===== config.mk =====
export PLATFORM = sky130hd
export DESIGN_NAME = led_pwm_ctrl
export DESIGN_NICKNAME = d
export VERILOG_FILES = /design/src/rtl/led_pwm_pkg.sv /design/src/rtl/pwm_channel.sv /design/src/rtl/led_pwm_ctrl.sv
export SDC_FILE = /design/constraint.sdc
export NUM_CORES = 1
export LEC_CHECK = 0
export CORE_MARGIN = 4
export CORE_UTILIZATION = 49
export CTS_CLUSTER_SIZE = 16
export DETAILED_ROUTE_END_ITERATION = 10
export GPL_ROUTABILITY_DRIVEN = 0
export GPL_TIMING_DRIVEN = 0
export PLACE_DENSITY_LB_ADDON = 0.25
export SLEW_MARGIN = 0
export SYNTH_ARGS = -nofsm -noshare
export SYNTH_HDL_FRONTEND = slang
export SYNTH_SLANG_ARGS = --single-unit

===== constraint.sdc =====
create_clock -name clk -period 3.4 [get_ports clk]
set_input_delay 0.68 -clock clk [delete_from_list [all_inputs] [get_ports clk]]
set_output_delay 0.68 -clock clk [all_outputs]
set_load 0.01 [all_outputs]

===== src/rtl/led_pwm_pkg.sv =====
// Shared definitions for the LED PWM controller: register offsets, CTRL/STATUS
// field positions and the per-channel state record.
package led_pwm_pkg;

   // Channel state is sized by this constant; the top's CNT_W must match it.
   localparam int PWM_CNT_W = 8;

   localparam logic [5:0] ADDR_CTRL      = 6'h00;
   localparam logic [5:0] ADDR_PRESCALE  = 6'h04;
   localparam logic [5:0] ADDR_STATUS    = 6'h08;
   localparam logic [5:0] ADDR_DUTY_BASE = 6'h10;

   localparam int CTRL_EN_LSB   = 0;
   localparam int CTRL_BRE_LSB  = 16;
   localparam int STAT_BUSY_BIT = 0;
   localparam int STAT_WRAP_BIT = 1;

   typedef enum logic {
      DIR_UP   = 1'b0,
      DIR_DOWN = 1'b1
   } dir_e;

   typedef struct packed {
      logic [PWM_CNT_W-1:0] duty;
      logic [PWM_CNT_W-1:0] shadow;
      dir_e                 dir;
   } ch_state_t;

endpackage


===== src/rtl/pwm_channel.sv =====
// One LED PWM channel: shadow and effective duty, breathe ramp, registered compare.
//
//   state    | meaning
//   DIR_UP   | breathe ramp climbing toward full duty (held here outside breathe)
//   DIR_DOWN | breathe ramp falling toward zero duty
module pwm_channel
   import led_pwm_pkg::*;
#(
   parameter bit ACTIVE_LOW = 1'b1
) (
   input  logic                 clk,
   input  logic                 rst_n,
   input  logic                 wrap_i,
   input  logic                 duty_we_i,
   input  logic [PWM_CNT_W-1:0] duty_wdata_i,
   input  logic                 ch_en_i,
   input  logic                 breathe_en_i,
   input  logic [PWM_CNT_W-1:0] cnt_i,
   output logic [PWM_CNT_W-1:0] shadow_o,
   output logic                 pwm_o
);

   localparam logic [PWM_CNT_W-1:0] DUTY_MAX = '1;
   localparam logic [PWM_CNT_W-1:0] ONE      = PWM_CNT_W'(1);

   ch_state_t st_q;
   logic      on_q;

   always_ff @(posedge clk or negedge rst_n) begin
      if (!rst_n) begin
         st_q <= '{duty: '0, shadow: '0, dir: DIR_UP};
         on_q <= 1'b0;
      end else begin
         if (duty_we_i && !breathe_en_i) begin
            st_q.shadow <= duty_wdata_i;
         end
         if (!breathe_en_i) begin
            st_q.dir <= DIR_UP;
         end
         // Effective duty only moves on a period boundary, so a period is never cut short.
         if (wrap_i) begin
            if (!breathe_en_i) begin
               st_q.duty <= st_q.shadow;
            end else if (st_q.dir == DIR_UP) begin
               if (st_q.duty == DUTY_MAX) begin
                  st_q.dir  <= DIR_DOWN;
                  st_q.duty <= st_q.duty - ONE;
               end else begin
                  st_q.duty <= st_q.duty + ONE;
               end
            end else begin
               if (st_q.duty == '0) begin
                  st_q.dir  <= DIR_UP;
                  st_q.duty <= st_q.duty + ONE;
               end else begin
                  st_q.duty <= st_q.duty - ONE;
               end
            end
         end
         on_q <= (cnt_i < st_q.duty);
      end
   end

   assign shadow_o = st_q.shadow;
   // Enable gates the registered compare so disabling takes effect with the CTRL register.
   assign pwm_o    = ACTIVE_LOW ^ (ch_en_i & on_q);

endmodule


===== src/rtl/led_pwm_ctrl.sv =====
// Memory-mapped LED PWM controller: register file and bus decode, shared prescaler
// and period counter, and one pwm_channel per LED output.
module led_pwm_ctrl
   import led_pwm_pkg::*;
#(
   parameter int NUM_CH     = 4,
   parameter int CNT_W      = PWM_CNT_W,
   parameter int PRESCALE_W = 16,
   parameter bit ACTIVE_LOW = 1'b1
) (
   input  logic              clk,
   input  logic              rst_n,
   input  logic              sel,
   input  logic              we,
   input  logic [5:0]        addr,
   input  logic [31:0]       wdata,
   output logic [31:0]       rdata,
   output logic [NUM_CH-1:0] pwm_o,
   output logic              wrap_o
);

   localparam logic [CNT_W-1:0] CNT_LAST = CNT_W'((2 ** CNT_W) - 2);

   logic [3:0]            widx;
   logic [3:0]            duty_idx;
   logic                  wr;
   logic                  rd;
   logic                  hit_ctrl;
   logic                  hit_presc;
   logic                  hit_status;
   logic                  hit_duty;
   logic                  wrap_clr;
   logic [NUM_CH-1:0]     ch_en_q;
   logic [NUM_CH-1:0]     breathe_q;
   logic [PRESCALE_W-1:0] prescale_q;
   logic [PRESCALE_W-1:0] presc_cnt_q;
   logic [CNT_W-1:0]      cnt_q;
   logic                  tick;
   logic                  wrap;
   logic                  wrap_q;
   logic                  sticky_q;
   logic [31:0]           rdata_d;
   logic [31:0]           rdata_q;
   logic [PWM_CNT_W-1:0]  shadow [NUM_CH];
   logic                  unused_bits;

   assign widx       = addr[5:2];
   assign wr         = sel & we;
   assign rd         = sel & ~we;
   assign hit_ctrl   = (widx == ADDR_CTRL[5:2]);
   assign hit_presc  = (widx == ADDR_PRESCALE[5:2]);
   assign hit_status = (widx == ADDR_STATUS[5:2]);
   assign duty_idx   = widx - ADDR_DUTY_BASE[5:2];
   assign hit_duty   = (widx >= ADDR_DUTY_BASE[5:2]) && (duty_idx < 4'(NUM_CH));
   assign wrap_clr   = wr & hit_status & wdata[STAT_WRAP_BIT];

   assign unused_bits = ^{wdata[31:CTRL_BRE_LSB+NUM_CH], addr[1:0]};

   always_ff @(posedge clk or negedge rst_n) begin
      if (!rst_n) begin
         ch_en_q    <= '0;
         breathe_q  <= '0;
         prescale_q <= '0;
      end else if (wr) begin
         if (hit_ctrl) begin
            ch_en_q   <= wdata[CTRL_EN_LSB +: NUM_CH];
            breathe_q <= wdata[CTRL_BRE_LSB +: NUM_CH];
         end
         if (hit_presc) begin
            prescale_q <= wdata[PRESCALE_W-1:0];
         end
      end
   end

   assign tick = (presc_cnt_q == prescale_q);
   assign wrap = tick && (cnt_q == CNT_LAST);

   always_ff @(posedge clk or negedge rst_n) begin
      if (!rst_n) begin
         presc_cnt_q <= '0;
         cnt_q       <= '0;
         wrap_q      <= 1'b0;
         sticky_q    <= 1'b0;
      end else begin
         // A new PRESCALE value restarts the tick phase from zero.
         if ((wr && hit_presc) || tick) begin
            presc_cnt_q <= '0;
         end else begin
            presc_cnt_q <= presc_cnt_q + PRESCALE_W'(1);
         end
         if (tick) begin
            cnt_q <= (cnt_q == CNT_LAST) ? '0 : cnt_q + CNT_W'(1);
         end
         wrap_q   <= wrap;
         sticky_q <= wrap | (sticky_q & ~wrap_clr);
      end
   end

   always_comb begin
      rdata_d = '0;
      if (hit_ctrl) begin
         rdata_d[CTRL_EN_LSB +: NUM_CH]  = ch_en_q;
         rdata_d[CTRL_BRE_LSB +: NUM_CH] = breathe_q;
      end else if (hit_presc) begin
         rdata_d[PRESCALE_W-1:0] = prescale_q;
      end else if (hit_status) begin
         rdata_d[STAT_BUSY_BIT] = |ch_en_q;
         rdata_d[STAT_WRAP_BIT] = sticky_q;
      end else if (hit_duty) begin
         for (int i = 0; i < NUM_CH; i++) begin
            if (duty_idx == 4'(i)) begin
               rdata_d[PWM_CNT_W-1:0] = shadow[i];
            end
         end
      end
   end

   always_ff @(posedge clk or negedge rst_n) begin
      if (!rst_n) begin
         rdata_q <= '0;
      end else if (rd) begin
         rdata_q <= rdata_d;
      end
   end

   assign rdata  = rdata_q;
   assign wrap_o = wrap_q;

   for (genvar i = 0; i < NUM_CH; i++) begin : g_ch
      pwm_channel #(
         .ACTIVE_LOW(ACTIVE_LOW)
      ) u_ch (
         .clk          (clk),
         .rst_n        (rst_n),
         .wrap_i       (wrap),
         .duty_we_i    (wr && hit_duty && (duty_idx == 4'(i))),
         .duty_wdata_i (wdata[PWM_CNT_W-1:0]),
         .ch_en_i      (ch_en_q[i]),
         .breathe_en_i (breathe_q[i]),
         .cnt_i        (cnt_q),
         .shadow_o     (shadow[i]),
         .pwm_o        (pwm_o[i])
      );
   end

endmodule

==> flow_results.org, run 1 <==
** Placed design
- Post-placement cell count :: 1138
- Port bufs :: 50
- Timing analysis after detailed placement gives a worst setup slack of 179 ps.
- Detailed placement ended at an HPWL of 16.9 mm.

** STA
- Setup repair after global routing missed its margin :: no
- Headroom to the max-slew limit :: 49.8%
- Time the worst path needs with I/O delays and setup :: 3060 ps
- Number of endpoints with negative hold slack in the final report :: 0
- Of the available clock period, the critical path in the final layout requires 90.1%.
- Final setup violating endpoints :: 0
- Pin slew with the least headroom to its limit :: 752 ps
- Setup slack on the critical path of the routed design comes to 337 ps.
- Final hold slack :: 256 ps
- On the final layout, the worst clock skew is 12.3 ps.
- Timing would allow up to 326 MHz.
- Final Max Slew Viols :: 0

** Worst setup path
- The critical path in this run is classified as reg -> reg.
- STA classifies the critical path endpoint as a register.
- Of all nets on the critical path, the largest fanout is 10.
- Category of the worst setup path launch point :: register
- Worst EP arrival :: 3330 ps
- For flop-to-flop paths, the worst setup slack is 340 ps.
- STA puts the critical path data required time at 3670 ps.

** Drt
- In the final routed layout, each cell accounts on average for 20.2 microns.
- Drt total wl :: 23.7 mm
- The detail route stage leaves a number of antenna-violating nets equal to 0.
- Drt first pass iters :: 7
- DR vias :: 7090
- After detailed routing, the number of vias per cell comes to 6.05.
- First DRT Iteration DRCs :: 528
- Final routed DRC violation total :: 0

** GRT
- Total Routing Usage GR :: 24.5%
- Via count of the first global-routing pass :: 6747
- After global routing, the most crowded layer is met2.
- Pin count of the biggest net entering global routing :: 78
- Wire length of the first global-routing pass :: 37.3 mm
- Met3 Usage GRT :: 4.46%
- Global routing finished with a remaining overflow of 0.
- Met2 GRT Util :: 39.0%
- The number of antenna violations at the first check in global routing came to 0.
- For this run, global-route usage on met1 was measured as 33.6%.

** Floorplanning
- The die is 139 microns tall.
- Initial core utilization :: 50.5%
- Horizontal extent of the die :: 139 microns
- The die covers 0.0194 sq mm.
- I/O pins :: 79
- Core Box Area :: 0.0167 sq mm
- Row cnt :: 47

** Power and ir drop
- The internal power of the cells totals 3.49 mW.
- Clk network pwr share :: 39.8%
- IR analysis of the VDD net gives a maximum drop of 0.418 mV.
- Net switching is 28.9% of the power.
- For this design the total switching power over the nets is 1.42 mW.
- Registers are responsible for 44.0% of the overall power.
- The analysis attributes to cell leakage a power of 4.28 nW.
- PwrDens :: 496 mW/mm^2
- Part of the power in combinational logic :: 16.2%

** Clock tree
- Clock-pin slew on the worst setup and hold paths :: 60 ps
- TritonCTS clock tree :: built
- H-tree levels :: 4
- Number of buffers added for setup after CTS :: 0
- Number of cells upsized or downsized after cts :: 0
- The clock passes through at most 2 buffers.
- Num CTS Buffers :: 17
- For this design, the sink count on the clock tree is 142.
- Hold_buf cts :: 0
- Master cell of the clock root buffer :: sky130_fd_sc_hd__clkbuf_16
- Latest clock arrival within the worst-skew pair :: 430 ps

** Cells and area
- Share of cells above drive strength 1 :: 14.8%
- Layout filler cell count :: 1466
- Synth-to-layout area growth :: 17.4%
- Registers take 0.00355 sq mm.
- In the final design database the tool counted 1022 nets.
- Number of cells in the finished layout apart from fillers :: 1171
- The multi-input combinational cells in the finished layout cover a total of 0.00441 sq mm.

** Synthesis
- The number of different library cells used by synthesis comes to 80.
- Yosys mapped a number of flops with a built-in enable equal to 0.
- Ys flop type :: sky130_fd_sc_hd__dfrtp_1
- In this run the mean area of a mapped cell was 9.86 sq um.
- Flip-flop and latch count after synthesis :: 142
- Sequential elements use 42.1% of the synthesized area.
- During synthesis, Yosys emitted a total of 0 warnings.
- Proportion of synthesized flip-flops having asynchronous set or reset :: 100%
- The cell area that synthesis handed to floorplanning was 0.00844 sq mm.
- Count of mapped cells out of synthesis :: 856

** Job
- Max-cap violations in this run came to 0.

** Run status
- Outcome :: finished, final reports clean

** Hold path
- Worst hold path type :: in -> async
## power by group through the flow
stage	sequential (mW)	combinational (mW)	clock (mW)
finish	2.16	0.795	1.96
global route	2.19	0.872	2.06
CTS	2.15	0.800	1.97
detailed placement	2.18	0.787	0
global placement	2.17	0.768	0
floorplan	2.08	0.536	0
## routing by layer
| metal | wire, microns | up-vias | share of wire, % |
|---|---|---|---|
| li1 | - | 3269 | - |
| met3 | 1360 | 49 | 5.8 |
| met5 | 0 | - | 0 |
| met4 | 660 | 0 | 2.8 |
| met1 | 10300 | 3504 | 44 |
| met2 | 11300 | 268 | 48 |
## cells in the mapped netlist (4+ instances only)
library cell / instances / area (sq um)
sky130_fd_sc_hd__a21boi_0: 4 / 30.0
sky130_fd_sc_hd__a21oi_1: 43 / 215
sky130_fd_sc_hd__a22oi_1: 9 / 67.6
sky130_fd_sc_hd__a2bb2oi_1: 4 / 35.0
sky130_fd_sc_hd__a31oi_1: 9 / 56.3
sky130_fd_sc_hd__and3_1: 8 / 50.1
sky130_fd_sc_hd__buf_1: 4 / 15.0
sky130_fd_sc_hd__buf_2: 8 / 40.0
sky130_fd_sc_hd__buf_4: 16 / 120
sky130_fd_sc_hd__clkbuf_1: 26 / 97.6
sky130_fd_sc_hd__dfrtp_1: 142 / 3550
sky130_fd_sc_hd__ha_1: 43 / 538
sky130_fd_sc_hd__inv_1: 40 / 150
sky130_fd_sc_hd__mux2_2: 54 / 608
sky130_fd_sc_hd__mux2i_1: 25 / 250
sky130_fd_sc_hd__mux4_2: 8 / 180
sky130_fd_sc_hd__nand2_1: 74 / 278
sky130_fd_sc_hd__nand2b_1: 4 / 25.0
sky130_fd_sc_hd__nand3_1: 41 / 205
sky130_fd_sc_hd__nand4_1: 17 / 106
sky130_fd_sc_hd__nor2_1: 52 / 195
sky130_fd_sc_hd__nor2b_1: 4 / 25.0
sky130_fd_sc_hd__nor3_1: 19 / 95.1
sky130_fd_sc_hd__nor4_1: 10 / 62.6
sky130_fd_sc_hd__o21a_1: 5 / 37.5
sky130_fd_sc_hd__o21ai_0: 52 / 260
sky130_fd_sc_hd__o22ai_1: 17 / 106
sky130_fd_sc_hd__o31ai_1: 10 / 75.1
sky130_fd_sc_hd__o41ai_1: 6 / 52.6
sky130_fd_sc_hd__or3_1: 4 / 25.0
sky130_fd_sc_hd__xnor2_1: 24 / 210
sky130_fd_sc_hd__xor2_1: 6 / 52.6
## final timing paths
check | startpoint | end | depth (start not counted)
setup / recovery | presc_cnt_q[0]$_DFF_PN0_ | g_ch[2].u_ch.st_q[10]$_DFFE_PN0P_ | 8
hold / removal | rst_n | g_ch[1].u_ch.on_q$_DFF_PN0_ | 1
setup reg to reg | presc_cnt_q[0]$_DFF_PN0_ | g_ch[2].u_ch.st_q[10]$_DFFE_PN0P_ | 8
min in group clk | rdata[19]$_DFFE_PN0P_ | rdata[19]$_DFFE_PN0P_ | 2
hold reg to reg | rdata[19]$_DFFE_PN0P_ | rdata[19]$_DFFE_PN0P_ | 2
max in group asynchronous | rst_n | g_ch[3].u_ch.on_q$_DFF_PN0_ | 2
## placed cells by master, fill, tap and decap left out, drive strengths merged, types with 5 or more instances in the layout
cell type and n:
a21boi 5, a21oi 43, a22oi 10, a31oi 9, and3 8, buf 33
clkbuf 49, clkdlybuf4s50 49, conb 12, dfrtp 142, ha 43, inv 45
mux2 54, mux2i 25, mux4 8, nand2 75, nand3 41, nand4 17
nor2 52, nor2b 5, nor3 19, nor4 12, o21a 5, o21ai 55
o22ai 17, o31ai 10, o41ai 7, xnor2 24, xor2 6
## per-stage QoR
stage	utilization [%]	setup TNS [ps]	instance area (sq um)	total power, mW
after floorplan	-	0	8480	2.62
after global placement	55.4	-612200	9250	2.94
after detailed placement	55.6	0	9280	2.96
after CTS	59.3	0	9900	4.92
after global routing	59.3	0	9900	5.12
final	59.3	0	9900	4.91
## layout make-up
type	instances	area share [%]
timing repair buffer	51	5.35
clock buffer	21	4.65
multi-input combinational	621	44.6
antenna	1	0.0253
buffer	59	3.46
inverter	45	1.71
clock inverter	11	1.57
tap	220	2.78
sequential	142	35.9
## cells by family after synthesis
kind of cell,after synthesis,synth area share [%]
simple gates,254,14.8
compound gates,195,15.2
flops,142,42.1
buf+inv,104,6.07
mux,87,12.3
fa+ha+maj,43,6.38
xor+xnor,30,3.11
other cells,1,0.0444
## worst max-delay path, cell delays in order, from the launching register on
cell and delay [ps]:
sky130_fd_sc_hd__dfrtp_1 470, sky130_fd_sc_hd__xnor2_1 210, sky130_fd_sc_hd__nand4_1 110, sky130_fd_sc_hd__nor4_1 620, sky130_fd_sc_hd__nand2_1 310, sky130_fd_sc_hd__clkbuf_1 400
sky130_fd_sc_hd__clkbuf_1 410, sky130_fd_sc_hd__a21oi_1 260, sky130_fd_sc_hd__a22oi_1 100
## flip-flops by register name, indices dropped and copies added, names as in the netlist
signal / flops
g_ch.u_ch.st_q: 36
wrap_o: 1
presc_cnt_q: 16
g_ch.u_ch.shadow_o: 32
breathe_q: 4
rdata: 20
sticky_q: 1
g_ch.u_ch.on_q: 4
prescale_q: 16
ch_en_q: 4
cnt_q: 8
(Power assumes the default switching activity.)
==> run 2, diff against run 1 <==
- CTS_CLUSTER_DIAMETER: unset -> 50
==> results of run 2 <==
Final layout, timing and power as in run 1 (identical DEF).
